$ cat config.mk
export PLATFORM = sky130hd
export DESIGN_NAME = stopwatch_ctrl
export DESIGN_NICKNAME = d
export VERILOG_FILES = /design/src/rtl/stopwatch_pkg.sv /design/src/rtl/btn_edge_sync.sv /design/src/rtl/stopwatch_ctrl.sv
export SDC_FILE = /design/constraint.sdc
export NUM_CORES = 1
export LEC_CHECK = 0
export ABC_AREA = 1
export CAP_MARGIN = 20
export CELL_PAD_IN_SITES_DETAIL_PLACEMENT = 0
export CELL_PAD_IN_SITES_GLOBAL_PLACEMENT = 2
export CORE_MARGIN = 8
export CORE_UTILIZATION = 35
export DETAILED_ROUTE_END_ITERATION = 10
export GPL_TIMING_DRIVEN = 1
export PLACE_DENSITY_LB_ADDON = 0.1
export SLEW_MARGIN = 15
export SYNTH_ARGS = -nofsm -noshare
export SYNTH_HDL_FRONTEND = slang
export SYNTH_SLANG_ARGS = --single-unit
$ cat constraint.sdc
create_clock -name clk -period 2 [get_ports clk]
set_clock_uncertainty 0.05 [all_clocks]
set_input_delay 0.4 -clock clk [delete_from_list [all_inputs] [get_ports clk]]
set_output_delay 0.4 -clock clk [all_outputs]
set_load 0.1 [all_outputs]
$ cat src/rtl/stopwatch_pkg.sv
// Shared state codes and BCD limits for the stopwatch control path.
// The state codes double as the enable code decoded by the tick counter.
package stopwatch_pkg;

    typedef enum logic [1:0] {
        ST_IDLE  = 2'b00,
        ST_RUN   = 2'b01,
        ST_PAUSE = 2'b10
    } state_t;

    localparam logic [3:0] BCD_ONES_MAX = 4'd9;
    localparam logic [3:0] BCD_TENS_MAX = 4'd5;

    function automatic logic [3:0] bcd_next(input logic [3:0] d, input logic [3:0] max);
        return (d == max) ? 4'd0 : d + 4'd1;
    endfunction

endpackage

$ cat src/rtl/btn_edge_sync.sv
// Multi-flop synchronizer plus rising-edge detector for one button level.
// A button already high when reset releases must be released before it can edge.
module btn_edge_sync #(
    parameter int SYNC_STAGES = 2
) (
    input  logic clk,
    input  logic rst_n,
    input  logic btn_in,
    output logic btn_edge
);

    logic [SYNC_STAGES-1:0] sync_q, sync_d;
    logic [SYNC_STAGES-1:0] vld_q, vld_d;
    logic                   prev_q, prev_d;
    logic                   armed_q, armed_d;
    logic                   sync_out;

    assign sync_out = sync_q[SYNC_STAGES-1];

    // vld tracks how far real samples have propagated after reset, so the
    // cleared chain is never mistaken for an observed "released" level.
    always_comb begin
        sync_d  = {sync_q[SYNC_STAGES-2:0], btn_in};
        vld_d   = {vld_q[SYNC_STAGES-2:0], 1'b1};
        prev_d  = sync_out;
        armed_d = armed_q | (vld_q[SYNC_STAGES-1] & ~sync_out);
    end

    always_ff @(posedge clk or negedge rst_n) begin
        if (!rst_n) begin
            sync_q  <= '0;
            vld_q   <= '0;
            prev_q  <= 1'b0;
            armed_q <= 1'b0;
        end else begin
            sync_q  <= sync_d;
            vld_q   <= vld_d;
            prev_q  <= prev_d;
            armed_q <= armed_d;
        end
    end

    assign btn_edge = sync_out & ~prev_q & armed_q;

endmodule

$ cat src/rtl/stopwatch_ctrl.sv
// Run/pause/clear state machine and BCD mm:ss counter for the stopwatch.
// en is the state register itself, so it only ever carries the three legal codes.
module stopwatch_ctrl
    import stopwatch_pkg::*;
#(
    parameter int SYNC_STAGES = 2,
    parameter int MAX_MINUTES = 59
) (
    input  logic       clk,
    input  logic       reset,
    input  logic       btn_start_stop,
    input  logic       btn_clear,
    input  logic       sec_tick,
    output logic [1:0] en,
    output logic [3:0] sec_ones,
    output logic [3:0] sec_tens,
    output logic [3:0] min_ones,
    output logic [3:0] min_tens,
    output logic       running,
    output logic       wrap_pulse
);

    localparam logic [3:0] MIN_TENS_TOP = 4'(MAX_MINUTES / 10);
    localparam logic [3:0] MIN_ONES_TOP = 4'(MAX_MINUTES % 10);

    logic   ss_edge, clr_edge;
    state_t state_q, state_d;
    logic [3:0] sec_ones_q, sec_ones_d, sec_tens_q, sec_tens_d;
    logic [3:0] min_ones_q, min_ones_d, min_tens_q, min_tens_d;
    logic   wrap_q, wrap_d;
    logic   tick_ok, at_max;

    btn_edge_sync #(.SYNC_STAGES(SYNC_STAGES)) u_ss_sync (
        .clk      (clk),
        .rst_n    (reset),
        .btn_in   (btn_start_stop),
        .btn_edge (ss_edge)
    );

    btn_edge_sync #(.SYNC_STAGES(SYNC_STAGES)) u_clr_sync (
        .clk      (clk),
        .rst_n    (reset),
        .btn_in   (btn_clear),
        .btn_edge (clr_edge)
    );

    always_comb begin
        state_d = state_q;
        if (clr_edge) begin
            state_d = ST_IDLE;
        end else if (ss_edge) begin
            unique case (state_q)
                ST_IDLE:  state_d = ST_RUN;
                ST_RUN:   state_d = ST_PAUSE;
                ST_PAUSE: state_d = ST_RUN;
                default:  state_d = ST_IDLE;
            endcase
        end
    end

    // Ticks follow the registered state, so a tick landing with the pause edge still counts.
    assign tick_ok = sec_tick && (state_q == ST_RUN) && !clr_edge;
    assign at_max  = (min_tens_q == MIN_TENS_TOP) && (min_ones_q == MIN_ONES_TOP) &&
                     (sec_tens_q == BCD_TENS_MAX) && (sec_ones_q == BCD_ONES_MAX);

    always_comb begin
        sec_ones_d = sec_ones_q;
        sec_tens_d = sec_tens_q;
        min_ones_d = min_ones_q;
        min_tens_d = min_tens_q;
        wrap_d     = 1'b0;
        if (clr_edge || (tick_ok && at_max)) begin
            sec_ones_d = 4'd0;
            sec_tens_d = 4'd0;
            min_ones_d = 4'd0;
            min_tens_d = 4'd0;
            wrap_d     = !clr_edge;
        end else if (tick_ok) begin
            sec_ones_d = bcd_next(sec_ones_q, BCD_ONES_MAX);
            if (sec_ones_q == BCD_ONES_MAX) begin
                sec_tens_d = bcd_next(sec_tens_q, BCD_TENS_MAX);
                if (sec_tens_q == BCD_TENS_MAX) begin
                    min_ones_d = bcd_next(min_ones_q, BCD_ONES_MAX);
                    if (min_ones_q == BCD_ONES_MAX)
                        min_tens_d = min_tens_q + 4'd1;
                end
            end
        end
    end

    always_ff @(posedge clk or negedge reset) begin
        if (!reset) begin
            state_q    <= ST_IDLE;
            sec_ones_q <= 4'd0;
            sec_tens_q <= 4'd0;
            min_ones_q <= 4'd0;
            min_tens_q <= 4'd0;
            wrap_q     <= 1'b0;
        end else begin
            state_q    <= state_d;
            sec_ones_q <= sec_ones_d;
            sec_tens_q <= sec_tens_d;
            min_ones_q <= min_ones_d;
            min_tens_q <= min_tens_d;
            wrap_q     <= wrap_d;
        end
    end

    assign en         = state_q;
    assign running    = (state_q == ST_RUN);
    assign sec_ones   = sec_ones_q;
    assign sec_tens   = sec_tens_q;
    assign min_ones   = min_ones_q;
    assign min_tens   = min_tens_q;
    assign wrap_pulse = wrap_q;

endmodule

* After elaboration in Yosys (flattened, before gate mapping)
Cells that the tools add are included.
Word-level totals: flip-flop bits (word level) 31, bits in latches 0, bits in writable memories 0, ROM bits 0, input bits 5, output and inout bits 20, logic and storage cells 75, memories 0
Cells by class: $add $sub $neg 4, $mul 0, divide/modulo/power cells 0, magnitude comparators 0, equal/unequal tests 6, shift-type cells 0, multiplexer cells 21, bitwise operators 12, reductions and logical operators 18
Operators with widths (number):
- 4-bit 2-to-1 mux | 17
- 4-bit by 1-bit adder with 4-bit output, second input constant | 4
- 2-bit nonzero test | 5
- 4-bit by 3-bit == test with 1-bit output, second input constant | 2
- 4-bit == test, second input constant | 2
- 1-bit AND | 6
- 1-bit logical AND | 6
- 2-bit 2-to-1 mux | 2
- 1-bit NOT | 4
- 2-bit one-hot mux with 2 select lines | 1
- 4-bit AND reduction | 1
- 3-bit AND reduction | 1
- 2-bit by 1-bit == test with 1-bit output, second input constant | 1
- 2-bit == test, second input constant | 1
- 2-bit zero test | 1
- 1-bit OR | 2
- 2-bit AND reduction | 1
- 2-bit OR reduction | 1
- 1-bit zero test | 1
- 1-bit logical OR | 1
- 1-bit 2-to-1 mux | 1

* Depth between registers and ports, before layout
Gate-level depths: netlist of the first run.
depth in word-level cells 9, depth in mapped cells 9, depth with buffers taken out 9

* By module
Synthesis of the first run repeated with hierarchy kept, for this count alone.
Second synthesis, totals: cell total of the unflattened synthesis 165, area, all modules 1485.2 µm²
By module, submodules not included:
- stopwatch_ctrl | times used 1, cells each 139, area each 1127.3 µm², seq. area each 475.5 µm²
- btn_edge_sync | times used 2, cells each 13, area each 178.9 µm², seq. area each 150.1 µm²

* Least setup slack after synthesis of the first run
Ideal clock, no wire load.
path type register -> output, from register state_q[0] (netlist: en[0]), to output port running, arrival time 1.701 ns, required time 1.550 ns, slack -0.151 ns, cell stages (with the launch flop) 3, path buffers 0, cell sequence dfrtp_1 -> nand2_1 -> inv_1
On the way: word-level cells in the longest chain between the ends 1
Ends and longest elaborated chain:
- from (decl) | RTL line stopwatch_ctrl.sv:27 | state_t state_q, state_d;
- from (signal assigned) | RTL line stopwatch_ctrl.sv:100 | state_q <= state_d;
- 2-bit by 1-bit == test with 1-bit output | RTL line stopwatch_ctrl.sv:110 | assign running = (state_q == ST_RUN);
- to (decl) | RTL line stopwatch_ctrl.sv:19 | output logic running,
No other way between the ends.

* Worst setup path in the final report of the first run
from register sec_tens_q[1] (netlist: sec_tens[1]), to register min_ones_q[0] (netlist: min_ones[0])
On the way: word-level cells in the longest chain between the ends 7, elaborated cells between the ends (all ways) 10, those cells by class eq/ne (1); mux (1); reduce/logical (8)
Ends and longest elaborated chain:
- from (decl) | RTL line stopwatch_ctrl.sv:28 | logic [3:0] sec_ones_q, sec_ones_d, sec_tens_q, sec_tens_d;
- from (signal assigned) | RTL line stopwatch_ctrl.sv:102 | sec_tens_q <= sec_tens_d;
- 4-bit by 3-bit == test with 1-bit output (*) | RTL line stopwatch_ctrl.sv:64, stopwatch_ctrl.sv:82
- 1-bit logical AND | RTL line stopwatch_ctrl.sv:63 | assign at_max = (min_tens_q == MIN_TENS_TOP) && (min_ones_q == MIN_ONES_TOP) &&
- 1-bit logical AND | RTL line stopwatch_ctrl.sv:64 | (sec_tens_q == BCD_TENS_MAX) && (sec_ones_q == BCD_ONES_MAX);
- 1-bit logical AND | RTL line stopwatch_ctrl.sv:72 | if (clr_edge || (tick_ok && at_max)) begin
- 1-bit logical OR | RTL line stopwatch_ctrl.sv:72
- 2-bit nonzero test (no line)
- 3-bit AND reduction (no line)
- to (signal assigned) | RTL line stopwatch_ctrl.sv:103 | min_ones_q <= min_ones_d;
- to (decl) | RTL line stopwatch_ctrl.sv:29 | logic [3:0] min_ones_q, min_ones_d, min_tens_q, min_tens_d;
Every way passes the cells marked *; elsewhere a longest branch is shown, timed or not. A chain may end at the register's enable or synchronous reset.

==> reports/results.tsv, run 1 <==
stage	metric	value	unit
floorplanning	dieHeight	80.76	um
floorplanning	core_area	4029	sq um
grt	grt_max_degree	30	
clock_tree	cts_tree	yes	
critical_path	critPathTopFamily	simple AND/OR/NAND/NOR gates	
sta	setup_viol	0	
detailed_routing	drc	0	
critical_path	slowest_stage	dfrtp_1	
clock_tree	clock_path_buffers	2	
synthesis	synth_edf_count	0	
flow_run	drv_cap	0	
place	hpwl	2186	um
finish	final_common_cell	nand2_1	
synthesis	synth_warnings	0	
place	io_buffers	24	
grt	grt_pass1_wl	5057	um
critical_path	worstSetupPathType	reg -> reg	
finish	num-nets-final	195	
finish	nFillCells	380	
grt	use_met1	0.1185	
outcome	status	finished clean	
finish	multi_input_area	640.6	sq um
critical_path	crit_top_cell	nand3_2	
detailed_routing	viasPerCell	4.618	
critical_path	critical_path.startpoint_type	register	
critical_path	worstPathMaxFanout	9	
finish	n_antenna_cell	0	
synthesis	synthArstFlopShare	1.000	
clock_tree	insertion_delay	0.28	ns
detailed_routing	wl_per_cell	12.39	um
critical_path	required	2.11	ns
synthesis	synth_nets	164	
grt	grt_pass1_vias	1101	
power	peakVddDrop	0.9849	mV
finish	drive_above_1_share	0.2896	
critical_path	slowest_delay	0.46	ns
finish	seq_area	733.2	sq um
finish	mostFrequentLayoutCells	27 x nand2_1, 23 x dfrtp_1, 20 x inv_1	
clock_tree	cts_buffers	5	
sta	hold_ws	0.2985	ns
finish	postLayoutCoreUtil	0.5099	
clock_tree	cts_setup_buffers	0	
power	p_total	2.974	mW
place	gp_congestion	0.7640	
sta	fin_crit	1.603	ns
floorplanning	die_x	80.76	um
critical_path	critPathArrivalTime	1.72	ns
sta	clock.fmax	0.6237	GHz
power	p_per_area	1448	nW/um^2
critical_path	path_cells	inv_1 > ha_1 > nand3_2 > nor2_2 > nand3_2 > nand4_1 > nand2_1	
detailed_routing	num_vias	1076	
sta	rsz0062_at_grt	no	
floorplanning	dieArea	6521	sq um
detailed_routing	dr.first_iter.drc_count	30	
finish	final_cell_count_no_fill	233	
synthesis	ys_ff_latch	29	
floorplanning	io_pins	25	
synthesis	synth_area	1468	sq um
grt	met2_usage	0.1492	
floorplanning	initial_utilization	0.3643	
synthesis	ys_seq_area_frac	0.4945	
synthesis	synth_ff_type	dfrtp_1	
grt	overflow	0	
sta	hold_viol	0	
clock_tree	cts_sinks	29	
clock_tree	cts-root-buf	clkbuf_8	
grt	antenna_found_initial	0	
power	total_leakage_power	1.023	nW
clock_tree	cts_hold_buffers	0	
finish	syn_to_final_growth	39.98	%
detailed_routing	ant_nets	0	
clock_tree	cts.repair.resized	0	
synthesis	synth_cell_types	24	
critical_path	crit_buf_inv	1	
grt	gr-max-usage-layer	met2	
clock_tree	clk_transition_reported_paths	0.06	ns
grt	grt_usage	0.1006	
floorplanning	rows	23	
detailed_routing	firstDrtPassIters	4	
detailed_routing	drt_wl_total	2886	um
synthesis	syn_avg_cell_area	9.720	sq um
sta	report.final.slew_viol_count	0	
hold_path	hold_path.class	reg -> reg	
place	dp.cells	225	
synthesis	synthCells	151	
clock_tree	cts_max_level	2	
sta	period_share	0.8016	
critical_path	cp-end-kind	register	
sta	tns	0	ns
grt	use_met3	0.04636	
[state kept, by name, summed over array words and instances, names as in the netlist]
signal	count
sec_ones	4
u_ss_sync.sync_q	2
en	2
u_ss_sync.prev_q	1
u_clr_sync.vld_q	2
sec_tens	4
u_clr_sync.sync_q	2
u_ss_sync.armed_q	1
min_tens	4
u_clr_sync.armed_q	1
min_ones	4
u_clr_sync.prev_q	1
wrap_pulse	1
[routing by layer]
metal  vias up  part of all wire
met5         -                 0
met3         8             0.088
met2        23              0.46
met1       505              0.43
li1        540                 -
met4         0             0.021
[per-stage QoR]
step	instance area, sq um	setup WS (ns)
2_1_floorplan	1479	0.01226
3_3_place_gp	1953	0.2635
3_5_place_dp	1953	0.2480
4_1_cts	2054	0.3775
5_1_grt	2054	0.2547
6_report	2054	0.3968
[cell usage after synthesis (all sizes together), types with 2 or more instances]
library cell | n | share of area
o21ai | 3 | 0.010
o31ai | 3 | 0.015
inv | 24 | 0.061
ha | 8 | 0.068
dfrtp | 29 | 0.49
xor2 | 6 | 0.036
nand2 | 32 | 0.10
xnor2 | 2 | 0.012
nor2 | 17 | 0.071
nand4 | 10 | 0.043
nand3 | 9 | 0.041
o21bai | 2 | 0.010
[cell families (layout without fill, tap and decap cells)]
kind of cell,after synthesis,after routing,share of synthesized area
other,1,1,0.002555
adders and majority gates,8,8,0.06820
DFF,29,29,0.4945
and+or+nand+nor,70,70,0.2720
buffers and inverters,25,57,0.06906
xor gates and xnor gates,8,8,0.04774
AOI/OAI and AO/OA,10,10,0.04603
[area by class of cell]
class / instances / area share
flip-flops and latches: 29 / 0.3569
multi-input cells: 97 / 0.3118
repair buffers: 25 / 0.2058
clock buffers: 7 / 0.04689
inverters: 24 / 0.04568
well taps: 50 / 0.03045
clock inverters: 1 / 0.002436
[final timing paths]
path,start,endpoint,slack (ns),cells after the start
worst min-delay path,u_ss_sync.sync_q[0],u_ss_sync.sync_q[1],0.30,0
worst max register to register,sec_tens[1],min_ones[0],0.40,7
worst min register to register,u_ss_sync.sync_q[0],u_ss_sync.sync_q[1],0.30,0
min in group asynchronous,reset,u_ss_sync.prev_q,0.45,2
max in group asynchronous,reset,min_ones[0],1.15,2
worst max-delay path,sec_tens[1],min_ones[0],0.40,7
[where the power goes]
group | internal, mW | switching (mW)
sequential | 0.701 | 0.196
combinational | 0.532 | 1.02
clock | 0.310 | 0.216
Note: power is estimated with default switching activity, not from simulation.
==> inputs of run 2 (changes only) <==
CORE_UTILIZATION = 32   (was 35)
clock period = 1.6 ns   (was 2 ns; I/O delays follow)
==> reports/results.tsv, run 2 (synthesis gave the netlist of run 1 again) <==
stage	metric	value	unit
finish	syn_to_final_growth	52.60	%
critical_path	critical_path.startpoint_type	register	
critical_path	worstSetupPathType	reg -> out	
finish	drive_above_1_share	0.4167	
detailed_routing	dr.first_iter.drc_count	30	
power	peakVddDrop	1.131	mV
grt	antenna_found_initial	0	
sta	fin_crit	1.542	ns
critical_path	path_cells	inv_4 > nand2_2 > clkinvlp_4 > buf_12	
grt	grt_max_degree	30	
place	dpl_cell_area	2127	sq um
finish	mostFrequentLayoutCells	26 x nand2_1, 20 x buf_12, 16 x inv_1	
sta	period_share	0.9635	
finish	stdcell_area	2240	sq um
floorplanning	rows	24	
finish	nFillCells	404	
detailed_routing	viasPerCell	4.561	
floorplanning	core_area	4384	sq um
detailed_routing	drt_wl_total	3068	um
detailed_routing	num_vias	1113	
grt	grt_pass1_wl	5292	um
power	p_total	3.887	mW
critical_path	worstPathMaxFanout	3	
place	gp_congestion	0.7638	
critical_path	slowest_stage	dfrtp_4	
clock_tree	clock_path_buffers	2	
critical_path	slowest_delay	0.50	ns
sta	clock.fmax	0.6487	GHz
place	io_buffers	24	
finish	postLayoutCoreUtil	0.5108	
floorplanning	initial_utilization	0.3348	
clock_tree	insertion_delay	0.27	ns
outcome	status	finished clean	
clock_tree	cts-root-buf	clkbuf_8	
sta	setup_viol	0	
finish	num-nets-final	204	
detailed_routing	drc	0	
detailed_routing	firstDrtPassIters	6	
critical_path	critPathArrivalTime	1.17	ns
floorplanning	dieArea	7010	sq um
place	hpwl	2314	um
detailed_routing	ant_nets	0	
sta	report.final.slew_viol_count	0	
finish	n_antenna_cell	0	
power	total_leakage_power	1.048	nW
hold_path	hold_path.class	reg -> reg	
grt	grt_usage	0.09241	
sta	hold_viol	0	
grt	overflow	0	
sta	rsz0062_at_grt	no	
power	p_per_area	1736	nW/um^2
clock_tree	cts_setup_buffers	0	
clock_tree	cts_sinks	29	
clock_tree	cts_tree	yes	
clock_tree	cts_max_level	2	
floorplanning	io_pins	25	
flow_run	drv_cap	0	
critical_path	cp-end-kind	output pin	
detailed_routing	wl_per_cell	12.57	um
clock_tree	clk_transition_reported_paths	0.06	ns
clock_tree	cts_buffers	5	
finish	final_common_cell	nand2_1	
floorplanning	dieHeight	83.73	um
grt	grt_pass1_vias	1135	
critical_path	required	1.23	ns
floorplanning	die_x	83.73	um
run 2: metal layers:
metal  global-route usage  part of all wire  vias up
met5                    0                 0        -
met4              0.03768            0.0062        0
met3              0.05078             0.067        2
met2               0.1523              0.48       20
met1              0.09489              0.44      530
li1                     -                 -      561
run 2: worst max-delay path, delay by kind of cell, from the launching register on:
family        cells  cell delay (ns)
buf+inv           3             0.33
flops             1             0.50
simple gates      1             0.06
run 2: repair_timing:
item | in CTS | in global routing
gates resized for setup | 0 | 4
hold buffers | 0 | 0
endpoints found under the setup margin | 0 | 8
run 2: worst paths after layout:
| kind | startpoint | to | slack (ns) | cells after the start |
|---|---|---|---|---|
| max | en[1] | running | 0.06 | 4 |
| min | u_ss_sync.sync_q[0] | u_ss_sync.sync_q[1] | 0.29 | 0 |
| max reg2reg | sec_ones[1] | min_tens[2] | 0.11 | 7 |
| min reg2reg | u_ss_sync.sync_q[0] | u_ss_sync.sync_q[1] | 0.29 | 0 |
| max in group asynchronous | reset | min_ones[0] | 0.81 | 2 |
| min in group asynchronous | reset | en[1] | 0.38 | 2 |
run 2: cell type report:
| type | instances | area [sq um] | share of cell area |
|---|---|---|---|
| clock buffer | 8 | 90.09 | 0.04022 |
| inverter | 24 | 96.34 | 0.04302 |
| multi-input combinational | 98 | 710.7 | 0.3173 |
| sequential | 29 | 769.5 | 0.3436 |
| tap | 52 | 65.06 | 0.02905 |
| timing repair buffer | 33 | 508.0 | 0.2268 |
run 2: stage by stage:
step	hold WS, ns	setup slack (ns)	cells	setup TNS [ns]
final	0.2916	0.05844	244	0
after global routing	0.3068	0.002095	244	0
after CTS	0.2969	0.04250	243	0
after detailed placement	0.2885	-0.04436	235	-0.2312
after global placement	0.2843	-0.03534	235	-0.1369
after floorplan	-0.02559	-0.009838	151	-0.009838
run 2: report_power, final:
group,internal (mW),switching (mW),total [mW]
Sequential,0.929,0.202,1.13
Clock,0.350,0.256,0.606
Combinational,0.771,1.38,2.15
Total,2.05,1.84,3.89
==> variant, RTL diff (settings of run 1) <==
Add an input register stage for `btn_start_stop`, `btn_clear` and `sec_tick`, without a reset; this delays them by one clock.
--- a/src/rtl/stopwatch_ctrl.sv
+++ b/src/rtl/stopwatch_ctrl.sv
@@ -24,4 +24,14 @@
     localparam logic [3:0] MIN_ONES_TOP = 4'(MAX_MINUTES % 10);
 
+    logic btn_start_stop_q;
+    logic btn_clear_q;
+    logic sec_tick_q;
+
+    always_ff @(posedge clk) begin
+        btn_start_stop_q <= btn_start_stop;
+        btn_clear_q      <= btn_clear;
+        sec_tick_q       <= sec_tick;
+    end
+
     logic   ss_edge, clr_edge;
     state_t state_q, state_d;
@@ -34,5 +44,5 @@
         .clk      (clk),
         .rst_n    (reset),
-        .btn_in   (btn_start_stop),
+        .btn_in   (btn_start_stop_q),
         .btn_edge (ss_edge)
     );
@@ -41,5 +51,5 @@
         .clk      (clk),
         .rst_n    (reset),
-        .btn_in   (btn_clear),
+        .btn_in   (btn_clear_q),
         .btn_edge (clr_edge)
     );
@@ -60,5 +70,5 @@
 
     // Ticks follow the registered state, so a tick landing with the pause edge still counts.
-    assign tick_ok = sec_tick && (state_q == ST_RUN) && !clr_edge;
+    assign tick_ok = sec_tick_q && (state_q == ST_RUN) && !clr_edge;
     assign at_max  = (min_tens_q == MIN_TENS_TOP) && (min_ones_q == MIN_ONES_TOP) &&
                      (sec_tens_q == BCD_TENS_MAX) && (sec_ones_q == BCD_ONES_MAX);
Function: changed (a bounded check fails within 10 cycles, from zero or initial values and one cycle with reset low).
==> variant against run 1 <==
- hold slack got worse by 0.016 ns
- worst setup slack worse by 0.0078 ns
- power decreased by 11%
- sequential cell count rose by 3
- largest power group unchanged
- final area shrank 0.85%
- highest routed layer unchanged
- synthesized area decreased by 0.60%
- wire length shrank 3.9%
- clock power is 5.9% lower
==> variant: results (changes against run 1) <==
Critical path
  – Cell family with most CP delay: flip-flops
  – FF-to-FF End: min_tens[2]
  – Critical path data arrival time: 1.16 ns (-0.56 ns)
  – CP Capture Point: running
  – CP startpoint: en[0]
  – Reg2Reg Depth: 9 (+2)
  – Slowest stage delay, CP: 0.45 ns
  – Reg-to-reg startpoint: sec_ones[1]
  – Slowest CP cell: dfrtp_2
  – Worst-path fanout max: 5 (-4)

Routing
  – Drt wl/cell: 12.00 µm (-3.1%)
  – Vias/cell: 4.593 (-0.54%)
  – Routed via count: 1061 (-1.4%)
  – Drt initial violations: 43 (+43%)
  – Routed Antenna Nets: 0 (unchanged)

Finish
  – # clk buffers: 5 (-2)
  – Non-clock buffer instance count of the final layout: 25 (unchanged)
  – Final net count: 193 (-1.0%)
  – Multi-input comb cells: 94 (-3.1%)
  – Inverter count: 22 (-8.3%)
  – Clock-cell share: 0.04545 (-0.003875)
  – Fillcell total: 380 (unchanged)
  – Buffering overhead: 0.2076 (+0.001771)
  – P&R area growth vs syn: 39.62%
  – Multi-input gate area: 579.3 µm² (-9.6%)
  – Layout cells sized above 1: 0.2652 (-0.02442)
  – Register Area: 793.3 µm² (+8.2%)

Synthesis
  – Cells taking the most area after synthesis: dfrtp_1 50%, ha_1 6.9%, nand2_1 6.4%
  – Synth Area in Compound Gates: 0.05403 (+0.007995)
  – Async S/R FF share, synth: 0.9063 (-0.09375)
  – Syn nets: 162 (-1.2%)
  – XOR/XNOR Fraction of Synth Area: 0.04202 (-0.005717)
  – Adder-cell area share of the yosys netlist: 0.06861 (+0.0004094)
  – Mux share of post-synthesis cell area: 0.006861 (+0.006861)
  – Sequential area share after synthesis: 0.5386 (+0.04413)
  – Top cells by count, synth: 29 x dfrtp_1, 25 x nand2_1, 19 x inv_1, 12 x nor2_1, 11 x nand3_1
  – Register bit count reported by yosys: 32 (+10%)
  – Synth Instances: 149 (-1.3%)

Pwr
  – Clk. pwr: 496 µW (-5.9%)
  – Leak pwr: 0.9589 nW (-6.3%)
  – VDD IR max: 978.2 µV (-0.68%)
  – Total power: 2.645 mW (-11%)
  – Switch Pwr: 1.226 mW (-14%)
  – Comb power frac: 0.473 (-0.048)

Place
  – Placed Cells: 223 (-0.89%)
  – DP Area: 1944 µm² (-0.45%)
  – Pre-CTS WS: 0.4256 ns (+0.1776 ns)
  – Routability Congestion: 0.8037 (+5.2%)
  – DP HPWL: 2044 µm (-6.5%)

Clocking
  – Cts hold-fix bufs: 0 (unchanged)

GRT
  – Largest net degree at the start of global routing: 30 (unchanged)
  – Overall routing resource usage: 0.09555 (-0.005050)
  – Initial antenna violation count: 0 (unchanged)
  – First-pass GRT wire length: 4857 µm (-4.0%)

Die
  – Tapcell count: 50 (unchanged)

Status
  – Outcome: finished clean

Min path
  – Worst hold-check path type: register to register

STA
  – Post-route clock period utilization: 0.8055 (+0.003880)
[variant: cell count changes after synthesis, moves of 3 or more]
cell / before / now
dfxtp_1: 0 / 3
nand3_1: 6 / 11
nand4_1: 10 / 6
nor2_2: 3 / 0
o21ai_0: 3 / 7
[variant: how the worst min path moves through the flow]
stage          cells after the start  slack (ns)        startpoint                    to
2_1_floorplan                      0        0.05             reset                 en[0]
3_3_place_gp                       0        0.28       btn_clear_q  u_clr_sync.sync_q[0]
3_5_place_dp                       0        0.27  btn_start_stop_q   u_ss_sync.sync_q[0]
4_1_cts                            0        0.29       btn_clear_q  u_clr_sync.sync_q[0]
5_1_grt                            0        0.29  btn_start_stop_q   u_ss_sync.sync_q[0]
6_report                           0        0.28       btn_clear_q  u_clr_sync.sync_q[0]
[variant: layer usage]
metal  global-route usage  up-vias  share of wire  routed length (µm)
li1                     -      539              -                   -
met5                    0        -              0                   0
met1               0.1161      488           0.48                1337
met4              0.06182        0          0.032                  90
met2               0.1347       24           0.41                1144
met3              0.04018       10          0.072                 200
